==> config.mk <==
export PLATFORM = sky130hd
export DESIGN_NAME = stg4ma_flat
export DESIGN_NICKNAME = d
export VERILOG_FILES = /design/src/rtl/stg4ma_if.sv /design/src/rtl/stg4ma.sv /design/src/flat_wrapper.sv
export SDC_FILE = /design/constraint.sdc
export NUM_CORES = 1
export LEC_CHECK = 0
export ABC_AREA = 1
export BUFFER_PORTS_ARGS = -buffer_cell sky130_fd_sc_hd__buf_4
export CORE_AREA = 2 2 167 169
export CTS_CLUSTER_DIAMETER = 120
export DETAILED_ROUTE_END_ITERATION = 8
export DIE_AREA = 0 0 169 171
export SYNTH_ARGS = -nofsm -noshare
export SYNTH_HDL_FRONTEND = slang
export SYNTH_SLANG_ARGS = --single-unit
==> constraint.sdc <==
create_clock -name iw_clk -period 1.5 [get_ports iw_clk]
set_clock_uncertainty 0.1 [all_clocks]
set_input_delay 0.075 -clock iw_clk [delete_from_list [all_inputs] [get_ports iw_clk]]
set_output_delay 0.075 -clock iw_clk [all_outputs]
set_load 0.02 [all_outputs]
==> src/rtl/stg4ma_if.sv <==
// Pipeline-stage-4 bundle: upstream instruction fields, data-memory valid/ack port, downstream fields to stg5wb.
// slave = the stage itself; master = the surrounding pipeline/memory.
interface stg4ma_if #(
  parameter int ADDR_W   = 24,
  parameter int DATA_W   = 24,
  parameter int OPC_W    = 8,
  parameter int TGT_GP_W = 4,
  parameter int TGT_SR_W = 2
);
  logic [ADDR_W-1:0]   iw_pc;
  logic [DATA_W-1:0]   iw_instr;
  logic [OPC_W-1:0]    iw_opc;
  logic [TGT_GP_W-1:0] iw_tgt_gp;
  logic [TGT_SR_W-1:0] iw_tgt_sr;
  logic [DATA_W-1:0]   iw_result;
  logic [DATA_W-1:0]   iw_sdata;
  logic                ow_stall;

  logic                ow_mem_req;
  logic                ow_mem_we;
  logic [ADDR_W-1:0]   ow_mem_addr;
  logic [DATA_W-1:0]   ow_mem_wdata;
  logic                iw_mem_ack;
  logic [DATA_W-1:0]   iw_mem_rdata;

  logic [ADDR_W-1:0]   ow_pc;
  logic [DATA_W-1:0]   ow_instr;
  logic [OPC_W-1:0]    ow_opc;
  logic [TGT_GP_W-1:0] ow_tgt_gp;
  logic [TGT_SR_W-1:0] ow_tgt_sr;
  logic [DATA_W-1:0]   ow_result;
  logic                ow_fault;

  modport slave (
    input  iw_pc, iw_instr, iw_opc, iw_tgt_gp, iw_tgt_sr, iw_result, iw_sdata,
    input  iw_mem_ack, iw_mem_rdata,
    output ow_stall, ow_mem_req, ow_mem_we, ow_mem_addr, ow_mem_wdata,
    output ow_pc, ow_instr, ow_opc, ow_tgt_gp, ow_tgt_sr, ow_result, ow_fault
  );

  modport master (
    output iw_pc, iw_instr, iw_opc, iw_tgt_gp, iw_tgt_sr, iw_result, iw_sdata,
    output iw_mem_ack, iw_mem_rdata,
    input  ow_stall, ow_mem_req, ow_mem_we, ow_mem_addr, ow_mem_wdata,
    input  ow_pc, ow_instr, ow_opc, ow_tgt_gp, ow_tgt_sr, ow_result, ow_fault
  );
endinterface

==> src/rtl/stg4ma.sv <==
// Memory-access stage: non-memory ops pass through in 1 cycle; LD/ST take >=2 cycles via a valid/ack memory port.
// While a transaction is open, ow_stall holds upstream and bubbles go downstream; a bounded timeout forces completion.
module stg4ma #(
  parameter int               ADDR_W   = 24,
  parameter int               DATA_W   = 24,
  parameter int               OPC_W    = 8,
  parameter int               TGT_GP_W = 4,
  parameter int               TGT_SR_W = 2,
  parameter logic [OPC_W-1:0] OPC_NOP  = '0,
  parameter logic [OPC_W-1:0] OPC_LD   = OPC_W'('h30),
  parameter logic [OPC_W-1:0] OPC_ST   = OPC_W'('h31),
  parameter int               TIMEOUT  = 1023,
  parameter int               CNT_W    = 16
) (
  input logic     iw_clk,
  input logic     iw_rst,
  stg4ma_if.slave bus
);

  typedef struct packed {
    logic [ADDR_W-1:0]   pc;
    logic [DATA_W-1:0]   instr;
    logic [OPC_W-1:0]    opc;
    logic [TGT_GP_W-1:0] tgt_gp;
    logic [TGT_SR_W-1:0] tgt_sr;
    logic [DATA_W-1:0]   result;
  } hdr_t;

  typedef enum logic {IDLE, WAIT} state_t;

  state_t            state_q, state_d;
  hdr_t              in_hdr, bubble;
  hdr_t              out_q, out_d;
  hdr_t              hold_q, hold_d;
  logic              req_q, req_d;
  logic              we_q, we_d;
  logic [ADDR_W-1:0] addr_q, addr_d;
  logic [DATA_W-1:0] wdata_q, wdata_d;
  logic              fault_q, fault_d;
  logic [CNT_W-1:0]  cnt_q, cnt_d;
  logic              is_mem, ack_vld, timeout_hit;

  always_comb begin
    in_hdr        = '0;
    in_hdr.pc     = bus.iw_pc;
    in_hdr.instr  = bus.iw_instr;
    in_hdr.opc    = bus.iw_opc;
    in_hdr.tgt_gp = bus.iw_tgt_gp;
    in_hdr.tgt_sr = bus.iw_tgt_sr;
    in_hdr.result = bus.iw_result;
    bubble        = '0;
    bubble.opc    = OPC_NOP;
  end

  assign is_mem      = (bus.iw_opc == OPC_LD) || (bus.iw_opc == OPC_ST);
  // Ack only counts while a request is outstanding; stray acks are dropped.
  assign ack_vld     = bus.iw_mem_ack && req_q;
  assign timeout_hit = (TIMEOUT != 0) && (cnt_q == CNT_W'(TIMEOUT - 1));

  always_comb begin
    state_d = state_q;
    out_d   = bubble;
    hold_d  = hold_q;
    req_d   = req_q;
    we_d    = we_q;
    addr_d  = addr_q;
    wdata_d = wdata_q;
    fault_d = 1'b0;
    cnt_d   = cnt_q;
    case (state_q)
      IDLE: begin
        if (is_mem) begin
          hold_d  = in_hdr;
          req_d   = 1'b1;
          we_d    = (bus.iw_opc == OPC_ST);
          addr_d  = bus.iw_result[ADDR_W-1:0];
          wdata_d = bus.iw_sdata;
          cnt_d   = '0;
          state_d = WAIT;
        end else begin
          out_d = in_hdr;
        end
      end
      WAIT: begin
        if (ack_vld) begin
          req_d   = 1'b0;
          state_d = IDLE;
          out_d   = hold_q;
          if (hold_q.opc == OPC_LD) out_d.result = bus.iw_mem_rdata;
        end else if (timeout_hit) begin
          req_d        = 1'b0;
          state_d      = IDLE;
          out_d        = hold_q;
          out_d.result = '1;
          fault_d      = 1'b1;
        end else if (cnt_q != '1) begin
          cnt_d = cnt_q + CNT_W'(1);
        end
      end
      default: state_d = IDLE;
    endcase
  end

  always_ff @(posedge iw_clk) begin
    if (iw_rst) begin
      state_q <= IDLE;
      out_q   <= bubble;
      hold_q  <= '0;
      req_q   <= 1'b0;
      we_q    <= 1'b0;
      addr_q  <= '0;
      wdata_q <= '0;
      fault_q <= 1'b0;
      cnt_q   <= '0;
    end else begin
      state_q <= state_d;
      out_q   <= out_d;
      hold_q  <= hold_d;
      req_q   <= req_d;
      we_q    <= we_d;
      addr_q  <= addr_d;
      wdata_q <= wdata_d;
      fault_q <= fault_d;
      cnt_q   <= cnt_d;
    end
  end

  assign bus.ow_stall     = (state_q == WAIT);
  assign bus.ow_mem_req   = req_q;
  assign bus.ow_mem_we    = we_q;
  assign bus.ow_mem_addr  = addr_q;
  assign bus.ow_mem_wdata = wdata_q;
  assign bus.ow_pc        = out_q.pc;
  assign bus.ow_instr     = out_q.instr;
  assign bus.ow_opc       = out_q.opc;
  assign bus.ow_tgt_gp    = out_q.tgt_gp;
  assign bus.ow_tgt_sr    = out_q.tgt_sr;
  assign bus.ow_result    = out_q.result;
  assign bus.ow_fault     = fault_q;

endmodule

==> src/flat_wrapper.sv <==
// flat-port wrapper written by rule: the top's interface ports become plain ports
module stg4ma_flat 
#(
  parameter int               ADDR_W   = 24,
  parameter int               DATA_W   = 24,
  parameter int               OPC_W    = 8,
  parameter int               TGT_GP_W = 4,
  parameter int               TGT_SR_W = 2,
  parameter logic [OPC_W-1:0] OPC_NOP  = '0,
  parameter logic [OPC_W-1:0] OPC_LD   = OPC_W'('h30),
  parameter logic [OPC_W-1:0] OPC_ST   = OPC_W'('h31),
  parameter int               TIMEOUT  = 1023,
  parameter int               CNT_W    = 16
)
  (iw_clk, iw_rst, bus_iw_pc, bus_iw_instr, bus_iw_opc, bus_iw_tgt_gp, bus_iw_tgt_sr, bus_iw_result, bus_iw_sdata, bus_iw_mem_ack, bus_iw_mem_rdata, bus_ow_stall, bus_ow_mem_req, bus_ow_mem_we, bus_ow_mem_addr, bus_ow_mem_wdata, bus_ow_pc, bus_ow_instr, bus_ow_opc, bus_ow_tgt_gp, bus_ow_tgt_sr, bus_ow_result, bus_ow_fault);
  stg4ma_if #(.ADDR_W(ADDR_W), .DATA_W(DATA_W), .OPC_W(OPC_W), .TGT_GP_W(TGT_GP_W), .TGT_SR_W(TGT_SR_W)) bus_i ();
  input logic iw_clk;
  input logic iw_rst;
  input wire logic [$bits(bus_i.iw_pc)-1:0] bus_iw_pc;
  input wire logic [$bits(bus_i.iw_instr)-1:0] bus_iw_instr;
  input wire logic [$bits(bus_i.iw_opc)-1:0] bus_iw_opc;
  input wire logic [$bits(bus_i.iw_tgt_gp)-1:0] bus_iw_tgt_gp;
  input wire logic [$bits(bus_i.iw_tgt_sr)-1:0] bus_iw_tgt_sr;
  input wire logic [$bits(bus_i.iw_result)-1:0] bus_iw_result;
  input wire logic [$bits(bus_i.iw_sdata)-1:0] bus_iw_sdata;
  input wire logic [$bits(bus_i.iw_mem_ack)-1:0] bus_iw_mem_ack;
  input wire logic [$bits(bus_i.iw_mem_rdata)-1:0] bus_iw_mem_rdata;
  output wire logic [$bits(bus_i.ow_stall)-1:0] bus_ow_stall;
  output wire logic [$bits(bus_i.ow_mem_req)-1:0] bus_ow_mem_req;
  output wire logic [$bits(bus_i.ow_mem_we)-1:0] bus_ow_mem_we;
  output wire logic [$bits(bus_i.ow_mem_addr)-1:0] bus_ow_mem_addr;
  output wire logic [$bits(bus_i.ow_mem_wdata)-1:0] bus_ow_mem_wdata;
  output wire logic [$bits(bus_i.ow_pc)-1:0] bus_ow_pc;
  output wire logic [$bits(bus_i.ow_instr)-1:0] bus_ow_instr;
  output wire logic [$bits(bus_i.ow_opc)-1:0] bus_ow_opc;
  output wire logic [$bits(bus_i.ow_tgt_gp)-1:0] bus_ow_tgt_gp;
  output wire logic [$bits(bus_i.ow_tgt_sr)-1:0] bus_ow_tgt_sr;
  output wire logic [$bits(bus_i.ow_result)-1:0] bus_ow_result;
  output wire logic [$bits(bus_i.ow_fault)-1:0] bus_ow_fault;
  assign bus_i.iw_pc = bus_iw_pc;
  assign bus_i.iw_instr = bus_iw_instr;
  assign bus_i.iw_opc = bus_iw_opc;
  assign bus_i.iw_tgt_gp = bus_iw_tgt_gp;
  assign bus_i.iw_tgt_sr = bus_iw_tgt_sr;
  assign bus_i.iw_result = bus_iw_result;
  assign bus_i.iw_sdata = bus_iw_sdata;
  assign bus_i.iw_mem_ack = bus_iw_mem_ack;
  assign bus_i.iw_mem_rdata = bus_iw_mem_rdata;
  assign bus_ow_stall = bus_i.ow_stall;
  assign bus_ow_mem_req = bus_i.ow_mem_req;
  assign bus_ow_mem_we = bus_i.ow_mem_we;
  assign bus_ow_mem_addr = bus_i.ow_mem_addr;
  assign bus_ow_mem_wdata = bus_i.ow_mem_wdata;
  assign bus_ow_pc = bus_i.ow_pc;
  assign bus_ow_instr = bus_i.ow_instr;
  assign bus_ow_opc = bus_i.ow_opc;
  assign bus_ow_tgt_gp = bus_i.ow_tgt_gp;
  assign bus_ow_tgt_sr = bus_i.ow_tgt_sr;
  assign bus_ow_result = bus_i.ow_result;
  assign bus_ow_fault = bus_i.ow_fault;
  stg4ma #(.ADDR_W(ADDR_W), .DATA_W(DATA_W), .OPC_W(OPC_W), .TGT_GP_W(TGT_GP_W), .TGT_SR_W(TGT_SR_W), .OPC_NOP(OPC_NOP), .OPC_LD(OPC_LD), .OPC_ST(OPC_ST), .TIMEOUT(TIMEOUT), .CNT_W(CNT_W)) u_core (.iw_clk(iw_clk), .iw_rst(iw_rst), .bus(bus_i));
endmodule
Word-level counts from Yosys, hierarchy flattened

Index checks and enable logic that the tools add are counted.

Bits in registers: 216
Output and inout bits: 138

Add/subtract/negate cells: 1
Equality and inequality tests: 10
Muxes and demuxes: 19
Bitwise gates (word level): 1
Reduce and logical (&&, ||, !) cells: 6

Operators by type and width:

| cell                    | number |
|---|---|
| $mux W86                | 3 |
| $pmux W86 S2            | 1 |
| $mux W16                | 4 |
| $pmux W16 S2            | 1 |
| $eq A8 B6 Y1 const B    | 3 |
| $mux W24                | 1 |
| $add A16 B1 Y16 const B | 1 |
| $eq A16 B10 Y1 const B  | 1 |
| $ne A16 B16 Y1 const B  | 1 |
| $mux W1                 | 7 |
| $ne A2 B2 Y1 const B    | 3 |
| $pmux W1 S2             | 2 |
| $reduce_and A2 Y1       | 2 |
| $reduce_and A4 Y1       | 1 |
| $ne A3 B3 Y1 const B    | 1 |
| $reduce_or A3 Y1        | 1 |
| $ne A2 B1 Y1 const B    | 1 |
| $logic_and A1 B1 Y1     | 1 |
| $logic_or A1 B1 Y1      | 1 |
| $not A1 Y1              | 1 |

Longest topological paths before layout

Gate-level depths: netlist of run 1.

Depth after elaboration: 5
Depth in mapped cells: 11
Mapped depth without buffers: 11

Worst setup path after synthesis of run 1

OpenSTA, ideal clock, no wires.

Path kind: reg2reg
Start point: register u_core.state_q, in the netlist u_core.bus.ow_stall
End point: register u_core.hold_q[0] (netlist name)
Setup time: 0.070 ns
Arrival: 1.506 ns
Required time: 1.330 ns
Slack: -0.177 ns
Cell stages (with the launch flop): 7
Buffers on the path: 2
Period minus slack after synthesis: 1.677 ns
Path through: dfxtp_1 -> clkinv_1 -> nand2_2 -> buf_2 -> clkbuf_1 -> nand2_1 -> a21oi_1

Longest elaborated chain between the ends: 2

Ends and longest elaborated chain:

| element                     | RTL line      | source |
|---|---|---|
| start, declared             | stg4ma.sv:31  | `state_t state_q, state_d;` |
| start signal, assigned      | stg4ma.sv:116 | `state_q <= state_d;` |
| $not A1 Y1 (no line)        | n/a           |  |
| $reduce_and A2 Y1 (no line) | n/a           |  |
| end signal, assigned        | stg4ma.sv:118 | `hold_q <= hold_d;` |
| end, declared               | stg4ma.sv:34  | `hdr_t hold_q, hold_d;` |

Every way passes these cells.
A chain may end at the register's enable or synchronous reset.

Final worst setup path of run 1

Start point: register u_core.cnt_q[0]
End point: register u_core.cnt_q[2]

Longest elaborated chain between the ends: 5
Elaborated cells on any way between the ends: 10
Classes of those cells: add/sub: 1; eq/ne: 4; mux: 4; reduce/logical: 1

Ends and longest elaborated chain:

| element                | RTL line      | source |
|---|---|---|
| start, declared        | stg4ma.sv:40  | `logic [CNT_W-1:0] cnt_q, cnt_d;` |
| start signal, assigned | stg4ma.sv:124 | `cnt_q <= cnt_d;` |
| $add A16 B1 Y16        | stg4ma.sv:97  | `cnt_d = cnt_q + CNT_W'(1);` |
| $mux W16               | stg4ma.sv:96  | `end else if (cnt_q != '1) begin` |
| $mux W16               | stg4ma.sv:90  | `end else if (timeout_hit) begin` |
| $mux W16               | stg4ma.sv:85  | `if (ack_vld) begin` |
| $pmux W16 S2           | stg4ma.sv:70  | `case (state_q)` |

Parallel ways exist; a longest one is shown, timed or not. The select of a mux whose other input is x is not followed.

==> results.cfg, run 1 <==
[placed_design]
place.gp.congestion = 0.842
hpwlAfterDp_um = 17900
port_buffers = 274
pre_cts_ws_ps = -315
place_inst = 1766
placed_area_um2 = 11400

[pwr]
p_int_uw = 10100
clkPwrFrac_pct = 44.2
p_switching_uw = 3080
p_comb_share_pct = 10.9
switching_share_pct = 23.3
p_seq_share_pct = 44.9
leakagePower_uw = 0.00645
power_density_nw_per_um2 = 905
peakVddDrop_mv = 0.656

[critical_path]
cp_cell_sequence = buf_6 -> ha_4 -> nand2_4 -> nor2_4 -> nand2_2 -> o21ai_2 -> nand2_2 -> nand2_4 -> clkbuf_16 -> nand2_1 -> a21oi_1
crit_path_top_delay_cell = dfxtp_4
worst-path-max-fanout = 5
crit_path_start_kind = register
r2r_cells = 11
startpoint = u_core.cnt_q[0]$_SDFFE_PP0P_
end_kind = register
rr_startpoint = u_core.cnt_q[0]$_SDFFE_PP0P_
cp.arrival_ps = 2110
r2r_setup_slack_ps = -270
crit_end = u_core.cnt_q[2]$_SDFFE_PP0P_
r2r-end = u_core.cnt_q[2]$_SDFFE_PP0P_
max_stage_delay_ps = 360
timing_worst_setup_path_type = reg2reg
cp.required_ps = 1840

[timing]
max_freq_mhz = 564
fin_hold_ws_ps = 172
rsz0062_at_grt = yes
report.final.slew_viol_count = 0
setup_viol = 104
tightest_slew_ps = 375
period_share_pct = 118
fin_crit_ps = 1770
fin_ws_ps = -274
max-slew-margin-rel_pct = 75.0
hold_viol = 0

[die]
coreArea_um2 = 27300
row_count = 61
die_x_um = 169
initial_utilization_pct = 31.4
die_h_um = 171
io_pins = 275
dieArea_um2 = 28900

[clock_network]
htreeDepth = 1
clockBufferDepth = 3
clock-sinks = 216
clkLatencyLatePin_ps = 520
cts.root.buffer_cell = clkbuf_16
path_clk_slew_ps = 60
cts_tree = yes
cts_made_buffers = 25

[drt]
ant_nets = 0
drc = 0
drt_iter0_markers = 635
num_vias = 9632
wl_um = 32100
wl_per_cell_um = 16.3
dr.pass1.iters = 7
via_per_inst = 4.88

[logic_synthesis]
yosysSeqAreaShare_pct = 50.3
synth.distinct_cells = 27
synth_area_um2 = 8590
ys_warn_count = 0
synth_seq_cells = 216
ys_async_sr_fraction_pct = 0
ys.flop_type = dfxtp_1
yosysMostFrequentCell = nand2_1
synth_nets = 1314
synth_edf_count = 0
synth_top_cell_by_area = dfxtp_1
ys_top_cells_by_count = nand2_1 (420), dfxtp_1 (216), a21oi_1 (169)
avgSynthCellArea_um2 = 7.31
synth.area.top_cells = dfxtp_1 (50%), nand2_1 (18%), a21oi_1 (9.8%)
postSynthCellCount = 1175
synth_top_area_share_pct = 50.3

[global_route]
grt_max_degree = 62
grt_pass1_vias = 9171
antenna_found_initial = 0
grt.overflow.total = 0
track_usage_pct = 19.7
grt_pass1_wl_um = 46400

[finish]
final_nets = 1751
final_util_pct = 53.5
stdcell_area_um2 = 14600
diodes = 0
syn2layout_area_growth_pct = 70.0
drive_gt1_share_pct = 33.8
instances_no_fill = 1974

[run_status]
violations = setup timing
status = complete, but fails checks

[hold_path]
hold_path_class = in2reg

[job]
maxCapViolations = 0
==> cells by family after synthesis <==
group | after synthesis | share of synthesized area [%]
and+or+nand+nor | 630 | 29.7
AOI/OAI and AO/OA | 203 | 12.0
buffers and inverters | 124 | 7.63
adders and majority gates | 2 | 0.291
DFF | 216 | 50.3
==> final cells by class <==
class | count | area, um^2
multi-input combinational | 835 | 4210
sequential | 216 | 4330
clock buffer | 39 | 728
fill | 2449 | 12700
inverter | 24 | 108
clock inverter | 4 | 48.8
timing repair buffer | 510 | 4750
tap | 346 | 433
==> layout by cell type (no fill, tap or decap), types with 9 or more instances in the layout <==
master	instances
dlygate4sd3_1	135
a21oi_1	122
nand2_4	33
nand2_1	359
nor2_1	103
dfxtp_1	212
nand3_1	78
a21oi_2	47
o21ai_0	23
buf_12	22
clkbuf_16	33
inv_1	17
clkbuf_1	9
buf_4	329
nand2_2	34
==> critical path, delay by kind of cell, from the launching register on <==
family | cells | cell delay, ps
and+or+nand+nor | 6 | 550
buffers and inverters | 2 | 260
AOI/OAI and AO/OA | 2 | 270
adders and majority gates | 1 | 150
DFF | 1 | 360
==> metrics by stage <==
stage | setup TNS [ps] | total power, uW
6_report | -21300 | 13200
5_1_grt | -30090 | 13700
4_1_cts | -20260 | 13300
3_5_place_dp | -29470 | 7140
3_3_place_gp | -26030 | 7140
2_1_floorplan | -1840 | 6480
==> what timing repair did <==
action | CTS | global route
gates resized for setup | 77 | 108
endpoints found under the setup margin | 104 | 208
hold endpoints to repair | 214 | 0
buffers inserted | 9 | 7
hold buffers | 135 | 0
cloned | 6 | 10
pin swaps | 13 | 33
==> how the worst min path moves through the flow <==
stage                           startpoint                                  endpoint  cells past startpoint
after floorplan              bus_iw_opc[1]           u_core.bus.ow_opc[1]$_SDFF_PP0_                      2
after global placement    bus_iw_sdata[23]  u_core.bus.ow_mem_wdata[23]$_SDFFE_PP0P_                      3
after detailed placement  bus_iw_sdata[12]  u_core.bus.ow_mem_wdata[12]$_SDFFE_PP0P_                      3
after CTS                   bus_iw_mem_ack            u_core.bus.ow_fault$_SDFF_PP0_                      5
after global routing        bus_iw_mem_ack            u_core.bus.ow_fault$_SDFF_PP0_                      5
final                       bus_iw_mem_ack            u_core.bus.ow_fault$_SDFF_PP0_                      5
==> power groups by stage <==
stage / clock, uW / combinational [uW] / sequential, uW
CTS: 5980 / 1390 / 5940
global route: 6240 / 1530 / 5950
global placement: 0 / 1070 / 6060
detailed placement: 0 / 1080 / 6060
floorplan: 0 / 262 / 6220
finish: 5840 / 1440 / 5940
==> routing by layer <==
layer	up-vias	share of wire, %	GRT usage (%)
li1	4642	-	-
met4	0	3.4	7.84
met1	4540	42	24.0
met3	82	6.3	4.12
met5	-	0	0
met2	368	48	34.1
==> flip-flops by register name, indices dropped and copies added, names as in the netlist <==
name,flops
u_core.bus.ow_pc,24
u_core.bus.ow_mem_wdata,24
u_core.hold_q,86
u_core.bus.ow_fault,1
u_core.bus.ow_opc,8
u_core.cnt_q,16
u_core.bus.ow_mem_req,1
u_core.bus.ow_tgt_sr,2
u_core.bus.ow_mem_we,1
u_core.bus.ow_tgt_gp,4
u_core.bus.ow_result,24
u_core.bus.ow_stall,1
u_core.bus.ow_instr,24
No activity file was read; power rests on OpenSTA's default activity.
==> run 2, diff against run 1 <==
GPL_ROUTABILITY_DRIVEN = 0   (was unset)
PLACE_DENSITY = 0.55   (was unset)
==> run 2 against run 1 <==
  * First-iteration DRC count grew 4.9%
  * Combinational power shrank 3%
  * Critical path type unchanged
  * Final area shrank 4.5%
  * Global-route usage shrank 0.55 points
  * Non-clock buffer count shrank 14
  * Highest routed layer unchanged
  * The flow still finishes with violations (setup timing)
  * Critical endpoint is now u_core.bus.ow_result[13]$_SDFF_PP0_
==> results.cfg, run 2 (synthesis results as in run 1) <==
[global_route]
grt_pass1_wl_um = 45300
grt.overflow.total = 0
antenna_found_initial = 0
grt_pass1_vias = 9023
track_usage_pct = 19.2
grt_max_degree = 92

[pwr]
power_density_nw_per_um2 = 954
p_seq_share_pct = 44.6
leakagePower_uw = 0.00583
clkPwrFrac_pct = 44.9
p_comb_share_pct = 10.5
switching_share_pct = 23.0
p_switching_uw = 3070
peakVddDrop_mv = 0.635
p_int_uw = 10200

[run_status]
status = complete, but fails checks
violations = setup timing

[clock_network]
path_clk_slew_ps = 60
cts_tree = yes
clock-sinks = 216
cts_made_buffers = 25
htreeDepth = 1
cts.root.buffer_cell = clkbuf_16
clockBufferDepth = 3
clkLatencyLatePin_ps = 520

[critical_path]
r2r_setup_slack_ps = -260
startpoint = u_core.cnt_q[0]$_SDFFE_PP0P_
cp.required_ps = 1850
rr_startpoint = u_core.cnt_q[0]$_SDFFE_PP0P_
max_stage_delay_ps = 360
cp_cell_sequence = inv_4 -> ha_4 -> nand3_2 -> nor2_2 -> nand2_2 -> a21oi_4 -> buf_12 -> buf_12 -> buf_16 -> nand2_1 -> a21oi_1
cp.arrival_ps = 2110
r2r-end = u_core.bus.ow_result[13]$_SDFF_PP0_
crit_path_top_delay_cell = dfxtp_4
worst-path-max-fanout = 8
path_common_cell = buf_12
r2r_cells = 11
crit_path_start_kind = register
end_kind = register
timing_worst_setup_path_type = reg2reg

[finish]
final_nets = 1737
final_common_cell = nand2_1
regMostFlops = u_core.hold_q
drive_gt1_share_pct = 30.2
seq_area_um2 = 4330
final_util_pct = 51.0
final_cell_mix = nand2_1 (404), buf_4 (331), dfxtp_1 (214), dlygate4sd3_1 (135), a21oi_1 (126)
nFillCells = 2567
syn2layout_area_growth_pct = 62.3
multi_input_area_um2 = 3890
largest_reg_flops = 86
diodes = 0

[drt]
drt_iter0_markers = 666
num_vias = 9165
via_per_inst = 4.67
wl_per_cell_um = 14.8
ant_nets = 0
dr.pass1.iters = 5
drc = 0
wl_um = 29000

[timing]
period_share_pct = 117
report.final.slew_viol_count = 0
max_freq_mhz = 570
hold_viol = 0
rsz0062_at_grt = yes
fin_hold_ws_ps = 60.7
fin_ws_ps = -255
setup_viol = 103
max-slew-margin-rel_pct = 66.4
fin_crit_ps = 1760
tightest_slew_ps = 504

[hold_path]
hold_path_class = in2reg
hold_start = bus_iw_opc[6]
holdPathStages = 5
hold_end = u_core.hold_q[39]$_SDFFE_PP0P_

[die]
row_count = 61
coreArea_um2 = 27300
die_h_um = 171
die_x_um = 169
io_pins = 275
dieArea_um2 = 28900
initial_utilization_pct = 31.4

[placed_design]
pre_cts_ws_ps = -209
hpwlAfterDp_um = 18600
port_buffers = 274

[job]
maxCapViolations = 0
## run 2: cell count changes in the layout (fill, tap and decap cells not counted), moves of 3 or more
cell / before / now
clkbuf_16: 33 / 27
o21ai_0: 23 / 27
clkinv_2: 2 / 6
a21oi_1: 122 / 126
nand2_4: 33 / 6
nand2_2: 34 / 18
nand2_1: 359 / 404
buf_16: 6 / 1
buf_12: 22 / 18
a21oi_2: 47 / 43
o21ai_1: 4 / 1
## run 2: worst max-delay path: cells and delay by family, from the launching register on
family | cells | cell delay [ps]
AND/OR/NAND/NOR | 4 | 330
AO/OA/AOI/OAI | 2 | 310
adder cells (fa/ha/maj) | 1 | 120
buffers and inverters | 4 | 470
flip-flops | 1 | 360
## run 2: layer usage
metal,global-route usage (%),part of all wire [%],wire [um],vias up
met4,6.13,3.0,855,0
met1,23.5,43,12500,4230
li1,-,-,-,4598
met5,0,0,0,-
met2,34.1,48,14000,283
met3,3.38,5.3,1540,54
## run 2: area by class of cell
class | count | share of cell area (%)
clock inverter | 8 | 0.673
clock buffer | 36 | 5.07
sequential | 216 | 31.1
inverter | 24 | 0.691
tap | 346 | 3.10
multi-input combinational | 835 | 27.9
timing repair buffer | 496 | 31.5
## run 2: per-stage QoR
stage / instances / instance area [um^2] / total power (uW) / setup TNS [ps]
2_1_floorplan: 1175 / 8640 / 6480 / -1840
3_3_place_gp: 1771 / 11400 / 7120 / -29260
3_5_place_dp: 1771 / 11400 / 7130 / -32260
4_1_cts: 1956 / 13700 / 13400 / -12160
5_1_grt: 1961 / 13900 / 13800 / -31310
6_report: 1961 / 13900 / 13300 / -19320
## run 2: timing repair
action	CTS	global route
cloned	2	2
pin swaps	2	9
endpoints found under the hold margin	201	0
hold buffers	135	0
setup buffers	4	5
endpoints found under the setup margin	126	140
resized for setup	17	69
## run 2: worst max path at each step
stage	slack, ps	to
6_report	-260	u_core.bus.ow_result[13]$_SDFF_PP0_
5_1_grt	-380	u_core.bus.ow_result[16]$_SDFF_PP0_
4_1_cts	-190	u_core.bus.ow_result[13]$_SDFF_PP0_
3_5_place_dp	-210	u_core.bus.ow_result[18]$_SDFF_PP0_
3_3_place_gp	-210	u_core.bus.ow_result[15]$_SDFF_PP0_
2_1_floorplan	-40	u_core.cnt_q[2]$_SDFFE_PP0P_
## run 2: power by group through the flow
stage / combinational, uW / sequential [uW] / clock (uW)
final: 1400 / 5940 / 5970
after global routing: 1500 / 5950 / 6340
after CTS: 1360 / 5940 / 6120
after detailed placement: 1060 / 6060 / 0
after global placement: 1060 / 6060 / 0
after floorplan: 262 / 6220 / 0
==> run 3, diff against run 2 <==
BUFFER_PORTS_ARGS = -buffer_cell sky130_fd_sc_hd__buf_2   (was -buffer_cell sky130_fd_sc_hd__buf_4)
==> run 3 against run 2 <==
  * The flow still finishes with violations (setup timing)
  * Die area stayed put
  * Hold slack got worse by 55 ps
  * Sequential cell count did not move
  * Critical path type unchanged
==> results.cfg, run 3 (synthesis results as in run 1) <==
[die]
initial_utilization_pct = 31.4
io_pins = 275
dieArea_um2 = 28900
die_h_um = 171
die_x_um = 169
coreArea_um2 = 27300
row_count = 61

[global_route]
grt_pass1_wl_um = 44800
track_usage_pct = 18.8
grt_util_met3_pct = 3.65
grt_max_degree = 135
grt_pass1_vias = 8946
met1_usage_pct = 23.2
grt.overflow.total = 0
busiest_layer = met2
antenna_found_initial = 0
met2_usage_pct = 33.2

[critical_path]
max_stage_delay_ps = 370
crit_path_start_kind = register
worst-path-max-fanout = 6
end_kind = register
cp.required_ps = 1850
path_common_cell = clkbuf_16
crit_path_top_delay_cell = dfxtp_4
cp_cell_sequence = inv_4 -> ha_4 -> nand3_2 -> nor2_2 -> nand2_2 -> a21oi_4 -> clkbuf_16 -> clkbuf_16 -> nand2_4 -> a21oi_2
timing_worst_setup_path_type = reg2reg
cp.arrival_ps = 2130

[finish]
final_cell_mix = nand2_1 (376), buf_2 (272), dfxtp_1 (211), dlygate4sd3_1 (135), a21oi_1 (110)
nFillCells = 2564
drive_gt1_share_pct = 33.9
regMostFlops = u_core.hold_q
diodes = 0
syn2layout_area_growth_pct = 58.8
final_nets = 1741
largest_reg_flops = 86
final_common_cell = nand2_1

[drt]
drt_iter0_markers = 565
ant_nets = 0
wl_per_cell_um = 14.7
drc = 0
dr.pass1.iters = 8
via_per_inst = 4.70
num_vias = 9242
wl_um = 29000

[timing]
max-slew-margin-rel_pct = 45.4
rsz0062_at_grt = yes
hold_viol = 0
setup_viol = 103
fin_hold_ws_ps = 5.93
period_share_pct = 119
fin_ws_ps = -280
fin_crit_ps = 1780
report.final.slew_viol_count = 0
tightest_slew_ps = 819
max_freq_mhz = 562
tns_ps = -21870

[job]
maxCapViolations = 0

[pwr]
clkPwrFrac_pct = 47.1
p_seq_share_pct = 43.8
power_density_nw_per_um2 = 992
p_comb_share_pct = 9.1
leakagePower_uw = 0.00609
peakVddDrop_mv = 0.642
p_switching_uw = 3200
switching_share_pct = 23.6
p_int_uw = 10300

[clock_network]
cts.root.buffer_cell = clkbuf_16
htreeDepth = 1
path_clk_slew_ps = 60
clockBufferDepth = 3
clock-sinks = 216
clkLatencyLatePin_ps = 540
cts_tree = yes
cts_made_buffers = 25

[run_status]
status = complete, but fails checks
violations = setup timing

[hold_path]
hold_path_class = in2reg

[placed_design]
pre_cts_ws_ps = -234
port_buffers = 274
hpwlAfterDp_um = 17800
-- run 3: changes by cell type in the layout (fill, tap and decap cells not counted), moves of 6 or more --
cell and delta:
nor2_1 -6, a21oi_1 -16, nor2_2 +6, buf_4 -270, nand2_1 -28, buf_2 +272, nand2_2 +6, nand2_4 +22
a21oi_2 +16
-- run 3: routing by layer --
metal	part of all wire (%)	vias up
li1	-	4599
met1	43	4265
met2	48	320
met3	6.4	58
met4	2.7	0
met5	0	-
-- run 3: final timing paths --
check	depth (start not counted)	to	startpoint	slack [ps]
max	10	u_core.bus.ow_pc[10]$_SDFF_PP0_	u_core.cnt_q[0]$_SDFFE_PP0P_	-280
min	5	u_core.bus.ow_opc[3]$_SDFF_PP0_	bus_iw_mem_ack	6
max reg2reg	10	u_core.bus.ow_pc[10]$_SDFF_PP0_	u_core.cnt_q[0]$_SDFFE_PP0P_	-280
min reg2reg	2	u_core.bus.ow_pc[15]$_SDFF_PP0_	u_core.hold_q[77]$_SDFFE_PP0P_	360
-- run 3: layout make-up --
class	count	area, um^2	area share (%)
Clock buffer	35	713	5.23
Clock inverter	11	154	1.13
Inverter	24	100	0.734
Multi-Input combinational cell	835	4150	30.4
Sequential cell	216	4340	31.8
Tap cell	346	433	3.17
Timing Repair Buffer	500	3750	27.5
-- run 3: worst max-delay path: cells and delay by family, from the launching register on --
| kind | cells | cell delay, ps |
|---|---|---|
| buffers and inverters | 3 | 460 |
| flip-flops | 1 | 370 |
| AO/OA/AOI/OAI | 2 | 350 |
| AND/OR/NAND/NOR | 4 | 310 |
| adder cells (fa/ha/maj) | 1 | 110 |
-- run 3: power groups by stage --
stage                     combinational, uW  clock [uW]  sequential (uW)
after detailed placement                886           0             6060
after floorplan                         262           0             6220
after CTS                              1170        6530             5930
final                                  1230        6370             5930
after global routing                   1330        6770             5940
after global placement                  882           0             6060
-- run 3: per-stage QoR --
| step | instance area, um^2 | instances | utilization (%) | total power (uW) |
|---|---|---|---|---|
| global route | 13600 | 1967 | 49.9 | 14000 |
| detailed placement | 10600 | 1770 | 38.9 | 6940 |
| finish | 13600 | 1967 | 49.9 | 13500 |
| global placement | 10600 | 1770 | 38.9 | 6940 |
| floorplan | 8640 | 1175 | - | 6480 |
| CTS | 13000 | 1958 | 47.7 | 13600 |
-- run 3: timing repair --
action	CTS	global route
gates resized for setup	27	136
hold buffers	135	0
endpoints found under the hold margin	202	0
setup endpoints to repair	152	146
gates cloned	1	7
pin swaps	10	37
setup buffers	6	4
